`src/rtl/gray_ptr_sync_if.sv`:
```
// Pointer bus between an async-FIFO pointer source and its destination-domain synchroniser.
// The master drives the raw Gray pointer and the error clear; the slave returns the synced views.
interface gray_ptr_sync_if #(
    parameter int unsigned ADDR_W = 3
);
    localparam int unsigned PTR_W = ADDR_W + 1;

    logic [PTR_W-1:0] d_in;
    logic             err_clr;
    logic [PTR_W-1:0] d_out_gray;
    logic [PTR_W-1:0] d_out_bin;
    logic [PTR_W-1:0] delta;
    logic             ready;
    logic             step_err;

    modport master (
        output d_in,
        output err_clr,
        input  d_out_gray,
        input  d_out_bin,
        input  delta,
        input  ready,
        input  step_err
    );

    modport slave (
        input  d_in,
        input  err_clr,
        output d_out_gray,
        output d_out_bin,
        output delta,
        output ready,
        output step_err
    );
endinterface

```
`src/rtl/gray_ptr_sync.sv`:
```
// N-stage synchroniser for Gray-coded FIFO pointers with binary decode, per-cycle advance,
// warm-up ready flag and a sticky flag for multi-bit Gray steps.
module gray_ptr_sync #(
    parameter int unsigned ADDR_W = 3,
    parameter int unsigned STAGES = 2
) (
    input  logic            clk,
    input  logic            rst,
    gray_ptr_sync_if.slave  bus
);
    localparam int unsigned PTR_W = ADDR_W + 1;
    localparam int unsigned CNT_W = $clog2(STAGES + 1);

    if (STAGES < 2 || STAGES > 4) begin : g_bad_stages
        $error("gray_ptr_sync: STAGES must be in the range 2..4");
    end

    function automatic logic [PTR_W-1:0] g2b(input logic [PTR_W-1:0] g);
        logic [PTR_W-1:0] b;
        b = '0;
        b[PTR_W-1] = g[PTR_W-1];
        for (int i = int'(PTR_W) - 2; i >= 0; i--) begin
            b[i] = b[i+1] ^ g[i];
        end
        return b;
    endfunction

    logic [PTR_W-1:0] sync_q [STAGES];
    logic [PTR_W-1:0] gray_q;
    logic [PTR_W-1:0] bin_q;
    logic [PTR_W-1:0] delta_q;
    logic             ready_q;
    logic             err_q;
    logic [CNT_W-1:0] warm_q;

    logic [PTR_W-1:0] sync_last_c;
    logic [PTR_W-1:0] bin_c;
    logic [PTR_W-1:0] delta_c;
    logic [PTR_W-1:0] diff_c;
    logic             multi_c;

    // Bare flop chain: nothing may sit between stages or metastability settling time is lost.
    always_ff @(posedge clk or posedge rst) begin : p_chain
        if (rst) begin
            for (int k = 0; k < int'(STAGES); k++) begin
                sync_q[k] <= '0;
            end
        end else begin
            sync_q[0] <= bus.d_in;
            for (int k = 1; k < int'(STAGES); k++) begin
                sync_q[k] <= sync_q[k-1];
            end
        end
    end

    always_comb begin : p_decode
        sync_last_c = sync_q[STAGES-1];
        bin_c       = g2b(sync_last_c);
        delta_c     = bin_c - bin_q;
        diff_c      = sync_last_c ^ gray_q;
        multi_c     = |(diff_c & (diff_c - PTR_W'(1)));
    end

    // Warm-up: ready rises on the first edge after the chain has flushed reset values.
    always_ff @(posedge clk or posedge rst) begin : p_warm
        if (rst) begin
            warm_q  <= '0;
            ready_q <= 1'b0;
        end else begin
            if (warm_q != CNT_W'(STAGES)) begin
                warm_q <= warm_q + CNT_W'(1);
            end
            ready_q <= ready_q | (warm_q == CNT_W'(STAGES));
        end
    end

    // Output stage; gating on the pre-edge ready keeps the first real sample from
    // being compared against the cleared reset value.
    always_ff @(posedge clk or posedge rst) begin : p_out
        if (rst) begin
            gray_q  <= '0;
            bin_q   <= '0;
            delta_q <= '0;
            err_q   <= 1'b0;
        end else begin
            gray_q  <= sync_last_c;
            bin_q   <= bin_c;
            delta_q <= ready_q ? delta_c : '0;
            if (ready_q && multi_c) begin
                err_q <= 1'b1;
            end else if (bus.err_clr) begin
                err_q <= 1'b0;
            end
        end
    end

    assign bus.d_out_gray = gray_q;
    assign bus.d_out_bin  = bin_q;
    assign bus.delta      = delta_q;
    assign bus.ready      = ready_q;
    assign bus.step_err   = err_q;
endmodule

```
`src/flat_wrapper.sv`:
```
// flat-port wrapper written by rule: the top's interface ports become plain ports
module gray_ptr_sync_flat 
#(
    parameter int unsigned ADDR_W = 3,
    parameter int unsigned STAGES = 2
)
  (clk, rst, bus_d_in, bus_err_clr, bus_d_out_gray, bus_d_out_bin, bus_delta, bus_ready, bus_step_err);
  gray_ptr_sync_if #(.ADDR_W(ADDR_W)) bus_i ();
  input  logic clk;
  input  logic rst;
  input wire logic [$bits(bus_i.d_in)-1:0] bus_d_in;
  input wire logic [$bits(bus_i.err_clr)-1:0] bus_err_clr;
  output wire logic [$bits(bus_i.d_out_gray)-1:0] bus_d_out_gray;
  output wire logic [$bits(bus_i.d_out_bin)-1:0] bus_d_out_bin;
  output wire logic [$bits(bus_i.delta)-1:0] bus_delta;
  output wire logic [$bits(bus_i.ready)-1:0] bus_ready;
  output wire logic [$bits(bus_i.step_err)-1:0] bus_step_err;
  assign bus_i.d_in = bus_d_in;
  assign bus_i.err_clr = bus_err_clr;
  assign bus_d_out_gray = bus_i.d_out_gray;
  assign bus_d_out_bin = bus_i.d_out_bin;
  assign bus_delta = bus_i.delta;
  assign bus_ready = bus_i.ready;
  assign bus_step_err = bus_i.step_err;
  gray_ptr_sync #(.ADDR_W(ADDR_W), .STAGES(STAGES)) u_core (.clk(clk), .rst(rst), .bus(bus_i));
endmodule
```
`config.mk`:
```
export PLATFORM = sky130hd
export DESIGN_NAME = gray_ptr_sync_flat
export DESIGN_NICKNAME = d
export VERILOG_FILES = /design/src/rtl/gray_ptr_sync_if.sv /design/src/rtl/gray_ptr_sync.sv /design/src/flat_wrapper.sv
export SDC_FILE = /design/constraint.sdc
export NUM_CORES = 1
export LEC_CHECK = 0
export BUFFER_PORTS_ARGS = -buffer_cell sky130_fd_sc_hd__buf_2
export CORE_MARGIN = 2
export CORE_UTILIZATION = 41
export CTS_BUF_LIST = sky130_fd_sc_hd__clkbuf_16
export CTS_CLUSTER_SIZE = 30
export DETAILED_ROUTE_END_ITERATION = 7
export PLACE_DENSITY = 0.7
export SETUP_SLACK_MARGIN = 0.3
export SYNTH_ARGS = -nofsm -noshare
export SYNTH_HDL_FRONTEND = slang
export SYNTH_SLANG_ARGS = --single-unit
```
`constraint.sdc`:
```
create_clock -name clk -period 3.67 [get_ports clk]
set_clock_uncertainty 0.1 [all_clocks]
set_input_delay 0.367 -clock clk [delete_from_list [all_inputs] [get_ports clk]]
set_output_delay 0.367 -clock clk [all_outputs]
set_load 0.01 [all_outputs]
```
==> impl_table.tex <==
\begin{tabular}{lr}
\hline
Metric & Value \\
\hline
\multicolumn{2}{l}{\textbf{Drt}} \\
\quad Pre-Repair DR Iteration Count & 2 \\
\quad Antenna Violating Nets Remaining & 0 \\
\quad First DRT Iteration DRCs & 2 \\
\quad Total vias in the final route & 491 \\
\quad Detailed-route DRC error count & 0 \\
\quad Routed WL & 1180 um \\
\quad Ratio of routed vias to standard cells & 4.42 \\
\quad Wirelength per Cell & 10.6 um \\
\multicolumn{2}{l}{\textbf{Logic synthesis}} \\
\quad Total of warnings raised by yosys & 0 \\
\quad Area of the mapped netlist & 875 sq um \\
\quad Synth unique cells & 18 \\
\quad FFs w/ async S/R, synth & 1.00 \\
\quad Predominant post-synthesis flop cell & sky130\_fd\_sc\_hd\_\_dfrtp\_1 \\
\quad Number of flops mapped to enable cells by yosys & 0 \\
\quad Largest cells by area after synthesis & sky130\_fd\_sc\_hd\_\_dfrtp\_1 66\%, sky130\_fd\_sc\_hd\_\_xnor2\_1 6.0\%, sky130\_fd\_sc\_hd\_\_ha\_1 5.7\% \\
\quad Largest area contributor in the synthesized netlist & sky130\_fd\_sc\_hd\_\_dfrtp\_1 \\
\quad \#FFs+latches synth & 23 \\
\quad Synthesized netlist net count & 73 \\
\quad Sequential fraction of the synthesis area & 0.658 \\
\quad Synthesized area divided by synthesized cell count & 14.3 sq um \\
\quad Fraction of synthesized cell area taken by the top area cell type & 0.658 \\
\quad Syn Inst Count & 61 \\
\multicolumn{2}{l}{\textbf{Floorplanning}} \\
\quad Number of rows in the core area & 16 \\
\quad Overall die height & 50.2 um \\
\quad Total Die Area & 2520 sq um \\
\quad Core outline area & 1980 sq um \\
\quad Die Span X & 50.2 um \\
\quad Count of pins on the block boundary & 21 \\
\quad Effective utilization at floorplan & 0.441 \\
\multicolumn{2}{l}{\textbf{Clocking}} \\
\quad TritonCTS clock tree & done \\
\quad Setup fix buffers added after clock tree synthesis & 0 \\
\quad H-tree levels & 1 \\
\quad CTS buffer count & 3 \\
\quad Maximum buffer depth of the clock tree & 2 \\
\quad Total clock sinks & 23 \\
\quad CTS resizes & 0 \\
\quad Clock-pin slew on the worst setup and hold paths & 0.06 ns \\
\quad Clock insertion delay at the later pin of the skew report & 0.25 ns \\
\quad CTS root buffer & sky130\_fd\_sc\_hd\_\_clkbuf\_16 \\
\quad Hold-fix buffers, CTS & 0 \\
\multicolumn{2}{l}{\textbf{Cells and area}} \\
\quad Final std cell area, no fill & 1080 sq um \\
\quad Commonest non-fill, non-tap cell in the layout & sky130\_fd\_sc\_hd\_\_dfrtp\_1 \\
\quad Share of layout cells above drive strength 1 & 0.321 \\
\quad Fill cell total of the finished layout & 162 \\
\quad Most used cells in the layout excluding fill and tap cells & 23 x sky130\_fd\_sc\_hd\_\_dfrtp\_1, 20 x sky130\_fd\_sc\_hd\_\_buf\_2, 9 x sky130\_fd\_sc\_hd\_\_inv\_1 \\
\quad Layout area overhead & 23.6\% \\
\quad Count of antenna diodes in the layout & 0 \\
\quad Nets@finish & 97 \\
\multicolumn{2}{l}{\textbf{GRT}} \\
\quad Met3 usage & 0.0357 \\
\quad Met2 capacity usage during global routing & 0.186 \\
\quad Number of antenna violations at the first check in global routing & 0 \\
\quad All-layer global routing usage & 0.111 \\
\quad Grt peak-use layer & met2 \\
\quad Total congestion overflow & 0 \\
\quad Via count of the first global-routing pass & 510 \\
\quad Pin count of the biggest net entering global routing & 24 \\
\quad Global-route wire length before repair & 2020 um \\
\quad Met1 track demand over resource in global routing & 0.120 \\
\multicolumn{2}{l}{\textbf{Worst setup path}} \\
\quad Startpoint-to-endpoint class of the critical path & flip-flop to flip-flop \\
\quad R2r startpoint & u\_core.sync\_last\_c[2]\$\_DFF\_PP0\_ \\
\quad Required time of the worst setup path & 3.71 ns \\
\quad Largest fanout on the critical path & 3 \\
\quad Setup slack on the worst flop-to-flop path & 1.55 ns \\
\quad Nature of the critical path endpoint & flip-flop \\
\quad Register-to-Register Path Depth & 7 \\
\quad Beginning of the critical path & u\_core.sync\_last\_c[2]\$\_DFF\_PP0\_ \\
\quad Crit path to & u\_core.bus.delta[2]\$\_DFF\_PP0\_ \\
\quad Startpoint Class & flip-flop \\
\quad Critical path's slowest cell & sky130\_fd\_sc\_hd\_\_dfrtp\_1 \\
\quad End of the worst register-to-register path & u\_core.bus.delta[2]\$\_DFF\_PP0\_ \\
\quad Cell Chain, Critical Path & xor2\_2 -> xnor2\_2 -> xor2\_1 -> ha\_1 -> fa\_1 -> xnor2\_1 -> and2\_1 \\
\quad Delay of the slowest cell on the worst path & 0.42 ns \\
\quad Arrival time worst endpoint & 2.16 ns \\
\multicolumn{2}{l}{\textbf{Timing}} \\
\quad Fin Setup TNS & 0 ns \\
\quad Post-route clock period utilization & 0.576 \\
\quad Transition time at the pin with the least slew margin & 0.814 ns \\
\quad RSZ-0062 raised after global routing & false \\
\quad Normalized max-slew margin & 0.457 \\
\quad Final setup violation count & 0 \\
\quad Highest Clock Rate & 0.473 GHz \\
\quad Post-layout min period & 2.12 ns \\
\quad Final Slew Violations & 0 \\
\quad Final number of hold-violating endpoints & 0 \\
\multicolumn{2}{l}{\textbf{Outcome}} \\
\quad Outcome & completed \\
\multicolumn{2}{l}{\textbf{Pwr}} \\
\quad IR Drop Worst-Case VDD & 0.000309 V \\
\quad Power density over cell area & 585 nW/um\^{}2 \\
\quad Reported leakage power & 0.528 nW \\
\multicolumn{2}{l}{\textbf{Placement}} \\
\quad Count of port buffers added during placement & 20 \\
\quad Post-DP Area & 1000 sq um \\
\quad Post-detail-place hpwl & 922 um \\
\quad Gpl congestion & 0.733 \\
\multicolumn{2}{l}{\textbf{Job}} \\
\quad Maxcap violations & 0 \\
\multicolumn{2}{l}{\textbf{Worst hold path}} \\
\quad Worst hold path type & input port to flip-flop \\
\hline
\end{tabular}
[cells in the mapped netlist, types with 2 or more instances]
cell type	number
sky130_fd_sc_hd__dfrtp_1	23
sky130_fd_sc_hd__nor3b_1	2
sky130_fd_sc_hd__o21ai_0	2
sky130_fd_sc_hd__o211ai_1	2
sky130_fd_sc_hd__xnor2_1	6
sky130_fd_sc_hd__inv_1	9
sky130_fd_sc_hd__nor2b_1	3
sky130_fd_sc_hd__ha_1	4
[how the worst min path moves through the flow]
stage	start	end	slack (ns)	cells past startpoint
detailed placement	u_core.sync_q[4]$_DFF_PP0_	u_core.sync_last_c[0]$_DFF_PP0_	0.24	0
finish	bus_d_in[3]	u_core.sync_q[7]$_DFF_PP0_	0.12	1
global route	bus_d_in[0]	u_core.sync_q[4]$_DFF_PP0_	0.11	1
floorplan	u_core.sync_q[4]$_DFF_PP0_	u_core.sync_last_c[0]$_DFF_PP0_	0.23	0
CTS	bus_d_in[0]	u_core.sync_q[4]$_DFF_PP0_	0.12	1
global placement	u_core.sync_q[4]$_DFF_PP0_	u_core.sync_last_c[0]$_DFF_PP0_	0.23	0
[stage by stage]
stage / std cells / util / hold WS, ns / setup slack (ns) / power (mW)
3_3_place_gp: 107 / 0.505 / 0.231 / 1.63 / 0.411
2_1_floorplan: 61 / - / 0.231 / 1.67 / 0.373
5_1_grt: 111 / 0.545 / 0.110 / 1.34 / 0.667
6_report: 111 / 0.545 / 0.120 / 1.55 / 0.633
3_5_place_dp: 107 / 0.505 / 0.238 / 1.54 / 0.415
4_1_cts: 111 / 0.545 / 0.115 / 1.53 / 0.644
[worst max-delay path, delay by kind of cell, from the launching register on]
family	cells	cell delay, ns
XOR/XNOR	4	0.73
flip-flops	1	0.42
adder cells (fa/ha/maj)	2	0.60
AND/OR/NAND/NOR	1	0.15
[flip-flops by register name, indices dropped and copies added (netlist names)]
name / cells
u_core.bus.ready: 1
u_core.bus.d_out_bin: 4
u_core.sync_last_c: 4
u_core.warm_q: 2
u_core.bus.delta: 4
u_core.bus.d_out_gray: 3
u_core.sync_q: 4
u_core.bus.step_err: 1
[routing by layer]
metal / up-vias / part of all wire
li1: 236 / -
met1: 239 / 0.42
met2: 14 / 0.52
met3: 2 / 0.054
met4: 0 / 0.0077
met5: - / 0
[where the power goes]
group / internal (mW) / switching, mW
combinational: 0.0516 / 0.0568
clock: 0.146 / 0.0803
sequential: 0.285 / 0.0129
total: 0.483 / 0.150
[cells by family after synthesis]
group / after synthesis / synth area share
DFF: 23 / 0.658
buffers and inverters: 10 / 0.0472
xor gates and xnor gates: 9 / 0.107
and+or+nand+nor: 8 / 0.0587
AOI/OAI and AO/OA: 5 / 0.0372
adders and majority gates: 5 / 0.0801
muxes: 1 / 0.0114
[area by class of cell]
class / instances / area [sq um] / share of cell area
clock inverter: 1 / 5.00 / 0.00463
inverter: 9 / 33.8 / 0.0312
multi-input combinational: 28 / 258 / 0.238
clock buffer: 3 / 75.1 / 0.0694
timing repair buffer: 20 / 100 / 0.0926
sequential: 23 / 576 / 0.532
tap: 27 / 33.8 / 0.0312
Power figures use the tool's default switching activity.
